$ cat src/rtl/delay_timer_multi.sv
// ============================================================================
// Module   : delay_timer_multi
// Purpose  : NCH independent one-shot/periodic delay timers with sticky
//            overrun flags, sharing one clock and one config port.
//            Optional shared prescaler: define DELAY_TIMER_PRESCALE_EN.
// Revision : 1.0 - initial release
// ============================================================================
`default_nettype none

module delay_timer_multi #(
  parameter int NCH        = 4,
  parameter int CBITS      = 15,
  parameter int DEF_PERIOD = 17500,
  parameter int CHW        = 2
`ifdef DELAY_TIMER_PRESCALE_EN
  ,
  parameter int PSC_BITS   = 4
`endif
) (
  input  logic             clk,
  input  logic             rst,
  input  logic             cfg_we,
  input  logic [CHW-1:0]   cfg_ch,
  input  logic [CBITS-1:0] cfg_period,
  input  logic             cfg_oneshot,
  input  logic [NCH-1:0]   start,
  input  logic [NCH-1:0]   stop,
  input  logic [NCH-1:0]   err_clr,
`ifdef DELAY_TIMER_PRESCALE_EN
  input  logic [PSC_BITS-1:0] psc_div,
`endif
  output logic [NCH-1:0]   sig,
  output logic [NCH-1:0]   busy,
  output logic [NCH-1:0]   err
);

  localparam logic S_IDLE = 1'b0;
  localparam logic S_RUN  = 1'b1;

  logic w_tick;

`ifdef DELAY_TIMER_PRESCALE_EN
  logic [PSC_BITS-1:0] r_psc;

  assign w_tick = (r_psc == psc_div);

  always_ff @(posedge clk) begin
    if (rst) begin
      r_psc <= '0;
    end else if (w_tick) begin
      r_psc <= '0;
    end else begin
      r_psc <= r_psc + PSC_BITS'(1);
    end
  end
`else
  assign w_tick = 1'b1;
`endif

  generate
    for (genvar i = 0; i < NCH; i++) begin : g_ch
      logic             r_state;
      logic [CBITS-1:0] r_cnt;
      logic [CBITS-1:0] r_period;
      logic             r_oneshot;
      logic             r_sig;
      logic             r_err;

      logic             w_state_nxt;
      logic [CBITS-1:0] w_cnt_nxt;
      logic             w_tc;
      logic             w_ovf;
      logic             w_sig_nxt;
      logic             w_err_nxt;
      logic             w_cfg_hit;

      // Widened compare so an out-of-range cfg_ch can never alias a channel.
      assign w_cfg_hit = cfg_we && (32'(cfg_ch) == i);

      always_ff @(posedge clk) begin
        if (rst) begin
          r_state   <= S_IDLE;
          r_cnt     <= '0;
          r_period  <= CBITS'(DEF_PERIOD);
          r_oneshot <= 1'b0;
          r_sig     <= 1'b0;
          r_err     <= 1'b0;
        end else begin
          r_state <= w_state_nxt;
          r_cnt   <= w_cnt_nxt;
          r_sig   <= w_sig_nxt;
          r_err   <= w_err_nxt;
          if (w_cfg_hit) begin
            r_period  <= cfg_period;
            r_oneshot <= cfg_oneshot;
          end
        end
      end

      always_comb begin
        w_state_nxt = r_state;
        w_cnt_nxt   = r_cnt;
        w_tc        = 1'b0;
        w_ovf       = 1'b0;
        case (r_state)
          S_IDLE: begin
            if (start[i] && !stop[i]) begin
              w_state_nxt = S_RUN;
              w_cnt_nxt   = '0;
            end
          end
          S_RUN: begin
            if (stop[i]) begin
              w_state_nxt = S_IDLE;
              w_cnt_nxt   = '0;
            end else if (start[i]) begin
              w_cnt_nxt = '0;
            end else if (w_tick) begin
              if (r_cnt < r_period) begin
                w_cnt_nxt = r_cnt + CBITS'(1);
              end else begin
                // cnt above period only happens after a mid-run period cut
                w_cnt_nxt = '0;
                w_tc      = (r_cnt == r_period);
                w_ovf     = (r_cnt != r_period);
                if (r_oneshot) begin
                  w_state_nxt = S_IDLE;
                end
              end
            end
          end
          default: begin
            w_state_nxt = S_IDLE;
            w_cnt_nxt   = '0;
          end
        endcase
      end

      always_comb begin
        w_sig_nxt = w_tc;
        w_err_nxt = w_ovf | (r_err & ~err_clr[i]);
      end

      assign sig[i]  = r_sig;
      assign busy[i] = (r_state == S_RUN);
      assign err[i]  = r_err;
    end
  endgenerate

endmodule

`default_nettype wire

$ cat config.mk
export PLATFORM = sky130hd
export DESIGN_NAME = delay_timer_multi
export DESIGN_NICKNAME = d
export VERILOG_FILES = /design/src/rtl/delay_timer_multi.sv
export SDC_FILE = /design/constraint.sdc
export NUM_CORES = 1
export LEC_CHECK = 0
export CAP_MARGIN = 5
export CELL_PAD_IN_SITES_DETAIL_PLACEMENT = 1
export CELL_PAD_IN_SITES_GLOBAL_PLACEMENT = 1
export CORE_UTILIZATION = 46
export CTS_BUF_LIST = sky130_fd_sc_hd__clkbuf_4 sky130_fd_sc_hd__clkbuf_8
export CTS_CLUSTER_DIAMETER = 50
export DETAILED_ROUTE_END_ITERATION = 7
export GPL_TIMING_DRIVEN = 0
export PLACE_DENSITY = 0.94
export SYNTH_ARGS = -nofsm -noshare
export SYNTH_HDL_FRONTEND = slang
export SYNTH_SLANG_ARGS = --single-unit
$ cat constraint.sdc
create_clock -name clk -period 2.66 [get_ports clk]
set_input_delay 0.798 -clock clk [delete_from_list [all_inputs] [get_ports clk]]
set_output_delay 0.798 -clock clk [all_outputs]
set_load 0.05 [all_outputs]
==> flow_summary.json, run 1 <==
{
  "grt_pass1_vias": 6835,
  "start_util_pct": 47.3,
  "dpl.cell_count": 1158,
  "crit_path_start": "g_ch[1].r_state$_SDFF_PP0_",
  "antenna_found_initial": 0,
  "nets": 1063,
  "rsz0062_at_grt": "false",
  "io-pin-count": 45,
  "ys_types": 56,
  "grt_pass1_wl_mm": 34.5,
  "cts_root_buffer": "clkbuf_8",
  "dp_hpwl_mm": 15.2,
  "gp_congestion": 0.829,
  "antenna_left": 0,
  "slew_violations": 0,
  "vias": 6701,
  "timing.final.crit_share_pct": 96.5,
  "die_area_mm2": 0.0162,
  "vdd_drop_max_v": 0.000305,
  "clkSinkCount": 136,
  "insertion_delay_ns": 0.47,
  "critPathKind": "reg -> out",
  "min_path_type": "reg -> reg",
  "synth_ff_type": "dfxtp_1",
  "syn_area_per_cell_um2": 7.99,
  "vias_per_cell": 5.63,
  "drtIter0Drc": 395,
  "ys_seq_elements": 136,
  "firstDrtPassIters": 4,
  "setup-tns-final_ns": 0,
  "fmaxAchievable_ghz": 0.389,
  "min_period_ns": 2.57,
  "clockBufferDepth": 2,
  "setup_slack_ns": 0.0925,
  "clkSlewWorstSetupHoldPaths_ns": 0.08,
  "dpl_worst_slack_ns": -0.872,
  "antenna_cells": 0,
  "wl_per_cell_um": 17.7,
  "max_slew_margin_pct": 48.5,
  "cts_tree": "built",
  "synth_area_leaders": "dfxtp_1, ha_1, nand2_1, a21oi_1, inv_1",
  "crit_fanout": 4,
  "synth_edf_count": 0,
  "drc_errors": 0,
  "grt_usage_pct": 27.3,
  "synth_nets": 1001,
  "power_mw": 4.05,
  "status": "completed",
  "numCtsBuffers": 17,
  "port_buffers": 43,
  "worst_pin_slew_ns": 0.772,
  "wirelength_mm": 21.1,
  "cp.required_ns": 1.86,
  "hold_viol": 0,
  "worstPathArrival_ns": 1.77,
  "synth_area_mm2": 0.00722,
  "maxCapViolations": 0,
  "std_cell_rows": 45,
  "ys_warn_count": 0,
  "async_flop_share_pct": 0,
  "hp-start": "g_ch[1].r_period[1]$_SDFFE_PP0P_",
  "final_cells": 1190,
  "syn_inst": 904,
  "cp-start-kind": "register",
  "drive_gt1_share_pct": 6.03,
  "yosys.area.top_type_share_pct": 37.7,
  "setup_viol": 0,
  "synth_top_area_cell": "dfxtp_1",
  "r2r_start": "g_ch[1].r_cnt[1]$_SDFFE_PP0P_",
  "regArea_mm2": 0.00272,
  "holdWs_ns": 0.459,
  "h-tree-depth": 4,
  "dieWidth_um": 127,
  "coreArea_mm2": 0.0153,
  "postCtsHoldBufs": 0,
  "grt_max_degree": 17,
  "fp.dieH_um": 127,
  "post_cts_buffers": 0,
  "endpoint_kind": "primary output",
  "syn2layout_area_growth_pct": 14.6,
  "multi_input_area_mm2": 0.00400,
  "fillers": 1892,
  "worst_clock_skew_ns": 0.0102,
  "p_per_area_mw_per_mm2": 489,
  "ys_seq_area_share_pct": 37.7,
  "p_leak_nw": 3.34,
  "grt.overflow.total": 0
}
cell usage in the layout, fill, tap and decap left out, types with 6 or more instances in the layout:
master	n
a211o_1	18
a21o_1	9
a21oi_1	77
a31oi_1	17
and3_1	13
buf_4	12
clkbuf_1	22
clkbuf_8	20
clkdlybuf4s50_1	42
dfxtp_1	136
ha_1	64
inv_1	79
nand2_1	144
nand3_1	34
nand3b_1	12
nand4_1	21
nor2_1	77
nor2b_1	12
nor3_1	9
o211ai_1	7
o21ai_0	28
or3_1	6
xnor2_1	12
xor2_1	15
flip-flops by register name, summed over array words and instances, names as in the netlist:
signal	cells
g_ch.r_cnt	60
g_ch.r_sig	4
g_ch.r_oneshot	4
g_ch.r_period	60
g_ch.r_state	4
g_ch.r_err	4
metal layers:
| metal | GRT usage (%) | routed length (µm) | part of all wire (%) |
|---|---|---|---|
| met5 | 0 | 0 | 0 |
| met4 | 11.3 | 553 | 2.6 |
| met3 | 5.11 | 848 | 4.0 |
| met2 | 47.6 | 10500 | 50 |
| met1 | 33.0 | 9210 | 44 |
stage by stage:
stage               cell area, µm²  util, %
floorplan                     7220        -
detailed placement            7910     51.9
finish                        8270     54.2
global placement              7910     51.9
CTS                           8270     54.2
global route                  8270     54.2
synth_stat cells (all sizes together) (3+ instances only):
| master | n |
|---|---|
| a211o | 18 |
| a21o | 9 |
| a21oi | 77 |
| a22o | 3 |
| a31oi | 17 |
| and2 | 4 |
| and3 | 13 |
| and3b | 3 |
| and4 | 4 |
| buf | 16 |
| clkbuf | 24 |
| dfxtp | 136 |
| ha | 64 |
| inv | 79 |
| mux2i | 5 |
| nand2 | 145 |
| nand2b | 4 |
| nand3 | 35 |
| nand3b | 12 |
| nand4 | 21 |
| nor2 | 78 |
| nor2b | 12 |
| nor3 | 9 |
| nor3b | 3 |
| nor4 | 5 |
| o211ai | 7 |
| o21a | 5 |
| o21ai | 29 |
| o21bai | 3 |
| o22ai | 3 |
| or2 | 3 |
| or3 | 6 |
| or3b | 3 |
| xnor2 | 12 |
| xor2 | 15 |
cell families after synthesis:
family	share of synthesized area, %
mux	0.693
simple gates	24.1
flops	37.7
buf+inv	6.93
xor+xnor	3.28
fa+ha+maj	11.1
compound gates	16.2
power by group:
| part | total [mW] | internal, mW | switching [mW] |
|---|---|---|---|
| sequential | 2.11 | 2.08 | 0.0257 |
| combinational | 0.374 | 0.141 | 0.232 |
| clock | 1.57 | 0.751 | 0.816 |
layout make-up:
class                   instances  area share (%)
flip-flops and latches        136            32.9
well taps                     211            3.19
plain buffers                  40            2.51
clock buffers                  24            3.69
multi-input cells             649            48.3
clock inverters                 8           0.575
repair buffers                 43            5.23
inverters                      79            3.58
final timing paths:
check / end / slack, ns / cells past startpoint
worst max-delay path: busy[1] / 0.09 / 2
worst min-delay path: g_ch[1].r_period[1]$_SDFFE_PP0P_ / 0.46 / 2
worst max register to register: g_ch[1].r_cnt[3]$_SDFFE_PP0P_ / 0.21 / 8
worst min register to register: g_ch[1].r_period[1]$_SDFFE_PP0P_ / 0.46 / 2
critical path, stage by stage, from the launching register on:
cell             delay, ns
dfxtp_1               0.40
buf_4                 0.13
clkdlybuf4s50_1       0.78
what timing repair did:
action / CTS / global route
pin swaps: 0 / 0
endpoints found under the setup margin: 40 / 1
gates resized for setup: 3 / 1
No activity file was read; power rests on OpenSTA's default activity.
==> run 2, diff against run 1 <==
CORE_MARGIN = 1   (was unset)
==> results of run 2 <==
Final layout, timing and power as in run 1 (identical DEF).
==> run 3, diff against run 2 <==
SKIP_CTS_REPAIR_TIMING = 1   (was unset)
==> run 3 against run 2 <==
Net effect:
- via count grew 0.66%
- critical path type unchanged
- sequential power is essentially flat
- final area is the same
- global-route usage is the same
- first-iteration DRC count grew 0.25%
- critical endpoint unchanged
==> flow_summary.json, run 3 (synthesized netlist as in run 1, its figures left out) <==
{
  "dieWidth_um": 127,
  "fp.dieH_um": 127,
  "max_slew_margin_pct": 48.6,
  "min_path_type": "reg -> reg",
  "endpoint_kind": "primary output",
  "nets": 1063,
  "fillers": 1892,
  "die_area_mm2": 0.0162,
  "clkSinkCount": 136,
  "worstPathArrival_ns": 1.77,
  "insertion_delay_ns": 0.46,
  "grt_max_degree": 17,
  "multi_input_area_mm2": 0.00400,
  "std_cell_rows": 45,
  "cp_top_family": "buffers and inverters",
  "layout_common_cells": "nand2_1, dfxtp_1, inv_1",
  "drc_errors": 0,
  "vias": 6745,
  "clkSlewWorstSetupHoldPaths_ns": 0.07,
  "crit_chain": "buf_4, clkdlybuf4s50_1",
  "rsz0062_at_grt": "false",
  "timing.final.crit_share_pct": 96.5,
  "critPathKind": "reg -> out",
  "cp-start-kind": "register",
  "reg.largest.list": "g_ch.r_cnt x60, g_ch.r_period x60",
  "grt_pass1_vias": 6870,
  "dp_hpwl_mm": 15.2,
  "start_util_pct": 47.3,
  "gp_congestion": 0.829,
  "crit_fanout": 4,
  "firstDrtPassIters": 5,
  "io-pin-count": 45,
  "worst_clock_skew_ns": 0.00934,
  "setup_viol": 0,
  "antenna_left": 0,
  "syn2layout_area_growth_pct": 14.6,
  "max_stage_delay_ns": 0.78,
  "numCtsBuffers": 17,
  "power_mw": 4.05,
  "vdd_drop_max_v": 0.000303,
  "cts_root_buffer": "clkbuf_8",
  "fmaxAchievable_ghz": 0.390,
  "wirelength_mm": 21.2,
  "h-tree-depth": 4,
  "grt_pass1_wl_mm": 34.5,
  "grt.overflow.total": 0,
  "drtIter0Drc": 396,
  "dpl.cell_count": 1158,
  "antenna_cells": 0,
  "maxCapViolations": 0,
  "drive_gt1_share_pct": 6.03,
  "cts_tree": "built",
  "slew_violations": 0,
  "regArea_mm2": 0.00272,
  "min_period_ns": 2.57,
  "p_per_area_mw_per_mm2": 489,
  "port_buffers": 43,
  "grt_usage_pct": 27.3,
  "coreArea_mm2": 0.0153,
  "p_leak_nw": 3.34,
  "hold_viol": 0,
  "antenna_found_initial": 0,
  "final_cells": 1190,
  "vias_per_cell": 5.67,
  "final_common_cell": "nand2_1",
  "wl_per_cell_um": 17.8,
  "clockBufferDepth": 2,
  "status": "completed",
  "cp.required_ns": 1.86,
  "cpMaxStageDelayCell": "clkdlybuf4s50_1",
  "critical_path_buf_inv_count": 2,
  "worst_pin_slew_ns": 0.769
}
[run 3: worst paths after layout]
| kind | from | endpoint | slack, ns | cells after the start |
|---|---|---|---|---|
| max | g_ch[1].r_state$_SDFF_PP0_ | busy[1] | 0.09 | 2 |
| max reg2reg | g_ch[1].r_cnt[1]$_SDFFE_PP0P_ | g_ch[1].r_cnt[3]$_SDFFE_PP0P_ | 0.18 | 8 |
| min reg2reg | g_ch[1].r_oneshot$_SDFFE_PP0P_ | g_ch[1].r_state$_SDFF_PP0_ | 0.46 | 1 |
| min | g_ch[1].r_oneshot$_SDFFE_PP0P_ | g_ch[1].r_state$_SDFF_PP0_ | 0.46 | 1 |
[run 3: final cells by class]
| class | instances | share of cell area [%] |
|---|---|---|
| clock inverter | 8 | 0.575 |
| tap | 211 | 3.19 |
| inverter | 79 | 3.58 |
| timing repair buffer | 43 | 5.23 |
| clock buffer | 24 | 3.69 |
| buffer | 40 | 2.51 |
| sequential | 136 | 32.9 |
| multi-input combinational | 649 | 48.3 |
[run 3: layer usage]
| layer | share of wire [%] | global-route usage, % | vias to the layer above | wire length [µm] |
|---|---|---|---|---|
| met1 | 44 | 32.9 | 3325 | 9340 |
| met5 | 0 | 0 | - | 0 |
| li1 | - | - | 3231 | - |
| met2 | 50 | 47.4 | 141 | 10500 |
| met4 | 2.5 | 11.8 | 0 | 524 |
| met3 | 3.7 | 5.28 | 48 | 785 |
[run 3: metrics by stage]
stage	TNS (ns)	area, µm²	hold WS (ns)	util [%]	setup slack, ns
after floorplan	0	7220	0.414	-	0.574
after global placement	-35.76	7910	0.444	51.9	-0.806
after detailed placement	-39.50	7910	0.449	51.9	-0.872
after CTS	-8.74	8270	0.459	54.2	-0.385
after global routing	0	8270	0.483	54.2	0.0262
final	0	8270	0.457	54.2	0.0938
[run 3: power breakdown]
group	internal [mW]	switching, mW	leakage [nW]
clock network	0.751	0.815	0.182
logic	0.141	0.233	2.06
registers	2.08	0.0257	1.10
total	2.97	1.07	3.34
==> edit 1, RTL diff (config.mk and constraints of run 1) <==
Add an input register stage for `cfg_period`, without a reset; this delays it by one clock. The other inputs are not delayed to match.
--- a/src/rtl/delay_timer_multi.sv
+++ b/src/rtl/delay_timer_multi.sv
@@ -38,2 +38,8 @@
   localparam logic S_RUN  = 1'b1;
+
+  logic [CBITS-1:0] cfg_period_q;
+
+  always_ff @(posedge clk) begin
+    cfg_period_q <= cfg_period;
+  end
 
@@ -93,3 +99,3 @@
           if (w_cfg_hit) begin
-            r_period  <= cfg_period;
+            r_period  <= cfg_period_q;
             r_oneshot <= cfg_oneshot;
Behaviour: not the same (a bounded check fails within 4 cycles, from zero or initial values and one cycle with rst high).
==> edit 1 against run 1 <==
- hold slack worse by 0.0037 ns
- design area is 5.1% higher
- count of clock-buffer cells in the layout is 6 lower
- non-clock buffer count is 6 higher
- setup slack worse by 0.015 ns
- synthesized area is 5.1% higher
- sequential power is 12% higher
- fmax is 0.57% lower
- routed wire length is 4.2% higher
- power is 12% higher
- sequential cell count is 15 higher
- synthesized cell count is 2.5% higher
- critical endpoint unchanged
==> edit 1: results (changes against run 1) <==
- Status: completed
- Drt wl/cell: 18.0 um (+1.7%)
- Mapped Nets: 1024 (+2.3%)
- Hpwl dp: 15900 um (+4.6%)
- Routed vias/inst: 5.67 (+0.67%)
- Mux contribution to synthesized area: 0.264% (-0.43 points)
- Final GP Congestion: 0.822 (-0.86%)
- Hold Path End: g_ch[3].r_state
- Crit-path max FO: 5 (+1)
- Synth cell types: 65 (+16%)
- Cts repair resizes: 1 (-2)
- Post-synthesis compound-gate area fraction: 15.5% (-0.76 points)
- GRT Resource Usage Total: 27.6% (+0.31 points)
- FILL cells: 2025 (+7.0%)
- Hold Startpoint: g_ch[3].r_oneshot
- Worst-margin pin slew: 0.817 ns (+0.0457 ns)
- 1st-iter DRT viols: 358 (-9.4%)
- Reg2Reg Launch Point: g_ch[3].r_period[1]
- Ranking of synthesized cells by area: dfxtp_1, ha_1, nand2_1
- P_leak: 3.42 nW (+2.2%)
- Setup Skew: 0.0100 ns (-0.000182 ns)
- List of most frequent post-synthesis cells: nand2_1, dfxtp_1, a21oi_1
- Layout cells sized above 1: 6.58% (+0.55 points)
- Sw Share: 27.0% (+0.47 points)
- Hold Crit Depth: 1 (-1)
- Setup slack, reg-to-reg: 0.29 ns (+0.08 ns)
-- edit 1: cell count changes after synthesis, sizes merged, moves of 11 or more --
cell    change
nor2       -30
nand2      +25
o211ai     +22
a31oi      -14
o21ai      -11
nand4      +11
a211o      -16
dfxtp      +15
-- edit 1: worst max-delay path by stage --
stage | to | slack (ns) | from
after floorplan | g_ch[2].r_cnt[9] | 0.67 | start[2]
after global placement | g_ch[1].r_err | -0.60 | rst
after detailed placement | g_ch[0].r_period[8] | -0.62 | rst
after CTS | busy[1] | 0.05 | g_ch[1].r_state
after global routing | busy[0] | 0.02 | g_ch[0].r_state
final | busy[1] | 0.08 | g_ch[1].r_state
-- edit 1: through the flow --
step / setup TNS [ns] / cells / util [%] / instance area [sq um] / hold WS [ns]
floorplan: 0 / 927 / - / 7590 / 0.415
global placement: -36.63 / 1187 / 51.9 / 8300 / 0.431
detailed placement: -36.16 / 1187 / 51.9 / 8300 / 0.437
CTS: 0 / 1219 / 54.3 / 8700 / 0.459
global route: 0 / 1219 / 54.3 / 8700 / 0.476
finish: 0 / 1219 / 54.3 / 8700 / 0.455
-- edit 1: metal layers --
| layer | share of wire, % | GRT usage, % | wire length, um |
|---|---|---|---|
| met1 | 41 | 31.3 | 8940 |
| met5 | 0 | 0 | 0 |
| met4 | 2.9 | 11.5 | 627 |
| met3 | 5.5 | 6.27 | 1220 |
| met2 | 51 | 49.9 | 11200 |
-- edit 1: cells by family after synthesis --
logic type,after synthesis
xor+xnor,29
mux,2
fa+ha+maj,64
buf+inv,128
compound gates,185
simple gates,368
flops,151
-- edit 1: worst max-delay path, delay by kind of cell, from the launching register on --
kind,cells,cell delay (ns)
buffers and inverters,2,0.93
flip-flops,1,0.38
-- edit 1: area by class of cell --
cell class / count / area [sq um] / share of cell area, %
Multi-Input combinational cell: 648 / 4030 / 46.4
Clock buffer: 18 / 241 / 2.78
Buffer: 45 / 224 / 2.58
Timing Repair Buffer: 44 / 440 / 5.06
Tap cell: 216 / 270 / 3.11
Clock inverter: 14 / 154 / 1.77
Inverter: 83 / 312 / 3.58
Sequential cell: 151 / 3020 / 34.8
-- edit 1: power by group through the flow --
stage               Combinational, mW  Clock [mW]  Sequential (mW)
detailed placement              0.337           0             2.42
global route                    0.384        1.91             2.37
CTS                             0.348        1.82             2.36
finish                          0.348        1.81             2.36
floorplan                       0.204           0             2.39
global placement                0.319           0             2.41
==> edit 2, RTL diff (settings of run 1) <==
Made on the original files. Build with the macro `DELAY_TIMER_PRESCALE_EN` defined.
--- a/src/rtl/delay_timer_multi.sv
+++ b/src/rtl/delay_timer_multi.sv
@@ -8,2 +8,4 @@
 `default_nettype none
+
+`define DELAY_TIMER_PRESCALE_EN
 
Ports: changed (added psc_div); port bits go from 45 to 49. The function was not compared with the original's and may differ.
==> edit 2 against run 1 <==
- synthesized area grew 1.9%
- global-route usage grew 2.6 points
- setup slack lost 0.015 ns
- sequential cell count grew 4
- first-iteration DRC count shrank 8.9%
- routed wire length grew 12%
- design area grew 3.9%
- power grew 14%
- highest routed layer unchanged
==> edit 2: results (changes against run 1) <==
- Status: completed
- Vias in the first global route: 7280 (+6.5%)
- P_leak: 3.39 nW (+1.3%)
- GRT Resource Usage Total: 29.9% (+2.6 points)
- Ranking of synthesized cells by area: dfxtp_1, ha_1, nand2_1
- Peak supply drop: 358 uV (+17%)
- WP data arrival: 2.91 ns (+1.14 ns)
- Synth cell types: 57 (+1.8%)
- Routed vias/inst: 5.73 (+1.7%)
- Largest net degree at the start of global routing: 17 (unchanged)
- CTS Buf Count: 17 (unchanged)
- Hpwl dp: 16300 um (+7.4%)
- Mapped Nets: 1003 (+0.20%)
- Clock Path Buffers: 2 (unchanged)
- DR pass1 iterations: 5 (+1)
- Post-layout nets: 1072 (+0.85%)
- Ys async rst share: 0% (unchanged)
- List of most frequent post-synthesis cells: nand2_1, dfxtp_1, nor2_1
- Worst-skew pair later-pin latency: 0.47 ns (about the same)
- Yosys top cell area share: 38.1% (+0.38 points)
- Final GP Congestion: 0.815 (-1.7%)
- HP Class: flip-flop to flip-flop
- PortBufs: 47 (+9.3%)
- Slowest CP cell: clkdlybuf4s50_1
- CP peak stage delay: 0.45 ns (-0.33 ns)
- Drt wl/cell: 19.7 um (+11%)
- Max H-tree Level: 4 (unchanged)
- Top Registers: g_ch.r_cnt x60, g_ch.r_period x60
- Headroom to the max-slew limit: 55.5% (+7.1 points)
- FILL cells: 1909 (+0.90%)
- Setup Skew: 0.0177 ns (+0.00751 ns)
- Met1 Use GR: 34.5% (+1.5 points)
- Met2 GRT Util: 51.5% (+3.9 points)
- Layout cells sized above 1: 7.73% (+1.7 points)
- Crit-path max FO: 8 (+4)
- Pre-CTS setup slack: -0.692 ns (+0.180 ns)
- Antenna violations before repair: 0 (unchanged)
- Final antenna diode count: 0 (unchanged)
- Switch Pwr: 1.25 mW (+16%)
- Synthesis Warnings: 0 (unchanged)
- 1st-iter DRT viols: 360 (-8.9%)
- CTS Root Buffer Type: clkbuf_8
- Global Route met3 Usage: 6.99% (+1.9 points)
- Clk slew on worst S/H paths: 0.09 ns
- Sequential area share after synthesis: 38.1% (+0.38 points)
- First-pass GRT wire length: 37700 um (+9.2%)
## edit 2: changes by cell type in the layout (fill, tap and decap cells not counted), sizes merged, moves of 6 or more
cell    delta
a21o       -6
a31oi     -12
xnor2     +18
o211ai     -7
nand3     -10
nand4     +10
nor3      +12
clkbuf     -7
nor2      +25
## edit 2: critical path, delay by kind of cell
family / cells / cell delay (ns)
compound gates: 3 / 1.07
xor+xnor: 1 / 0.30
buf+inv: 1 / 0.45
simple gates: 2 / 0.30
## edit 2: metrics by stage
stage	power [mW]	instance area (sq um)	TNS [ns]	instances
floorplan	2.47	7360	0	901
global placement	2.63	8090	-44.95	1159
detailed placement	2.66	8090	-55.83	1159
CTS	4.61	8540	0	1191
global route	4.77	8600	-0.0106	1194
finish	4.62	8600	0	1194
## edit 2: kinds of logic after synthesis
logic type      share of synthesized area [%]
fa+ha+maj                                11.1
xor+xnor                                 6.36
compound gates                           13.0
buf+inv                                  6.26
mux                                     0.561
flops                                    38.1
simple gates                             24.7
## edit 2: power by group through the flow
| stage | Combinational [mW] | Clock (mW) | Sequential, mW |
|---|---|---|---|
| final | 0.462 | 1.98 | 2.18 |
| after global routing | 0.496 | 2.09 | 2.19 |
| after CTS | 0.450 | 1.98 | 2.18 |
| after detailed placement | 0.433 | 0 | 2.23 |
| after global placement | 0.411 | 0 | 2.22 |
| after floorplan | 0.255 | 0 | 2.22 |
## edit 2: worst paths after layout
path	startpoint	to	slack [ns]	cells after the start
max reg2reg	g_ch[1].r_cnt[2]	g_ch[1].r_cnt[12]	0.17	9
min reg2reg	g_ch[0].r_period[11]	g_ch[0].r_period[11]	0.46	2
min	g_ch[0].r_period[11]	g_ch[0].r_period[11]	0.46	2
max	psc_div[0]	g_ch[0].r_cnt[3]	0.08	7
## edit 2: cell type report
| class | count | share of cell area, % |
|---|---|---|
| multi-input cells | 652 | 48.0 |
| clock inverters | 13 | 2.23 |
| well taps | 211 | 3.07 |
| flip-flops and latches | 140 | 32.6 |
| inverters | 72 | 3.14 |
| repair buffers | 50 | 5.76 |
| clock buffers | 19 | 2.90 |
| plain buffers | 37 | 2.27 |
## edit 2: timing repair
action,in CTS,in global routing
gates resized for setup,4,6
endpoints found under the setup margin,60,26
setup buffers,0,3
pin swaps,0,2
## edit 2: routing by layer
layer  wire (um)  up-vias
met4         945        0
li1            -     3207
met2       11800      194
met5           0        -
met1        9730     3368
met3        1090       68
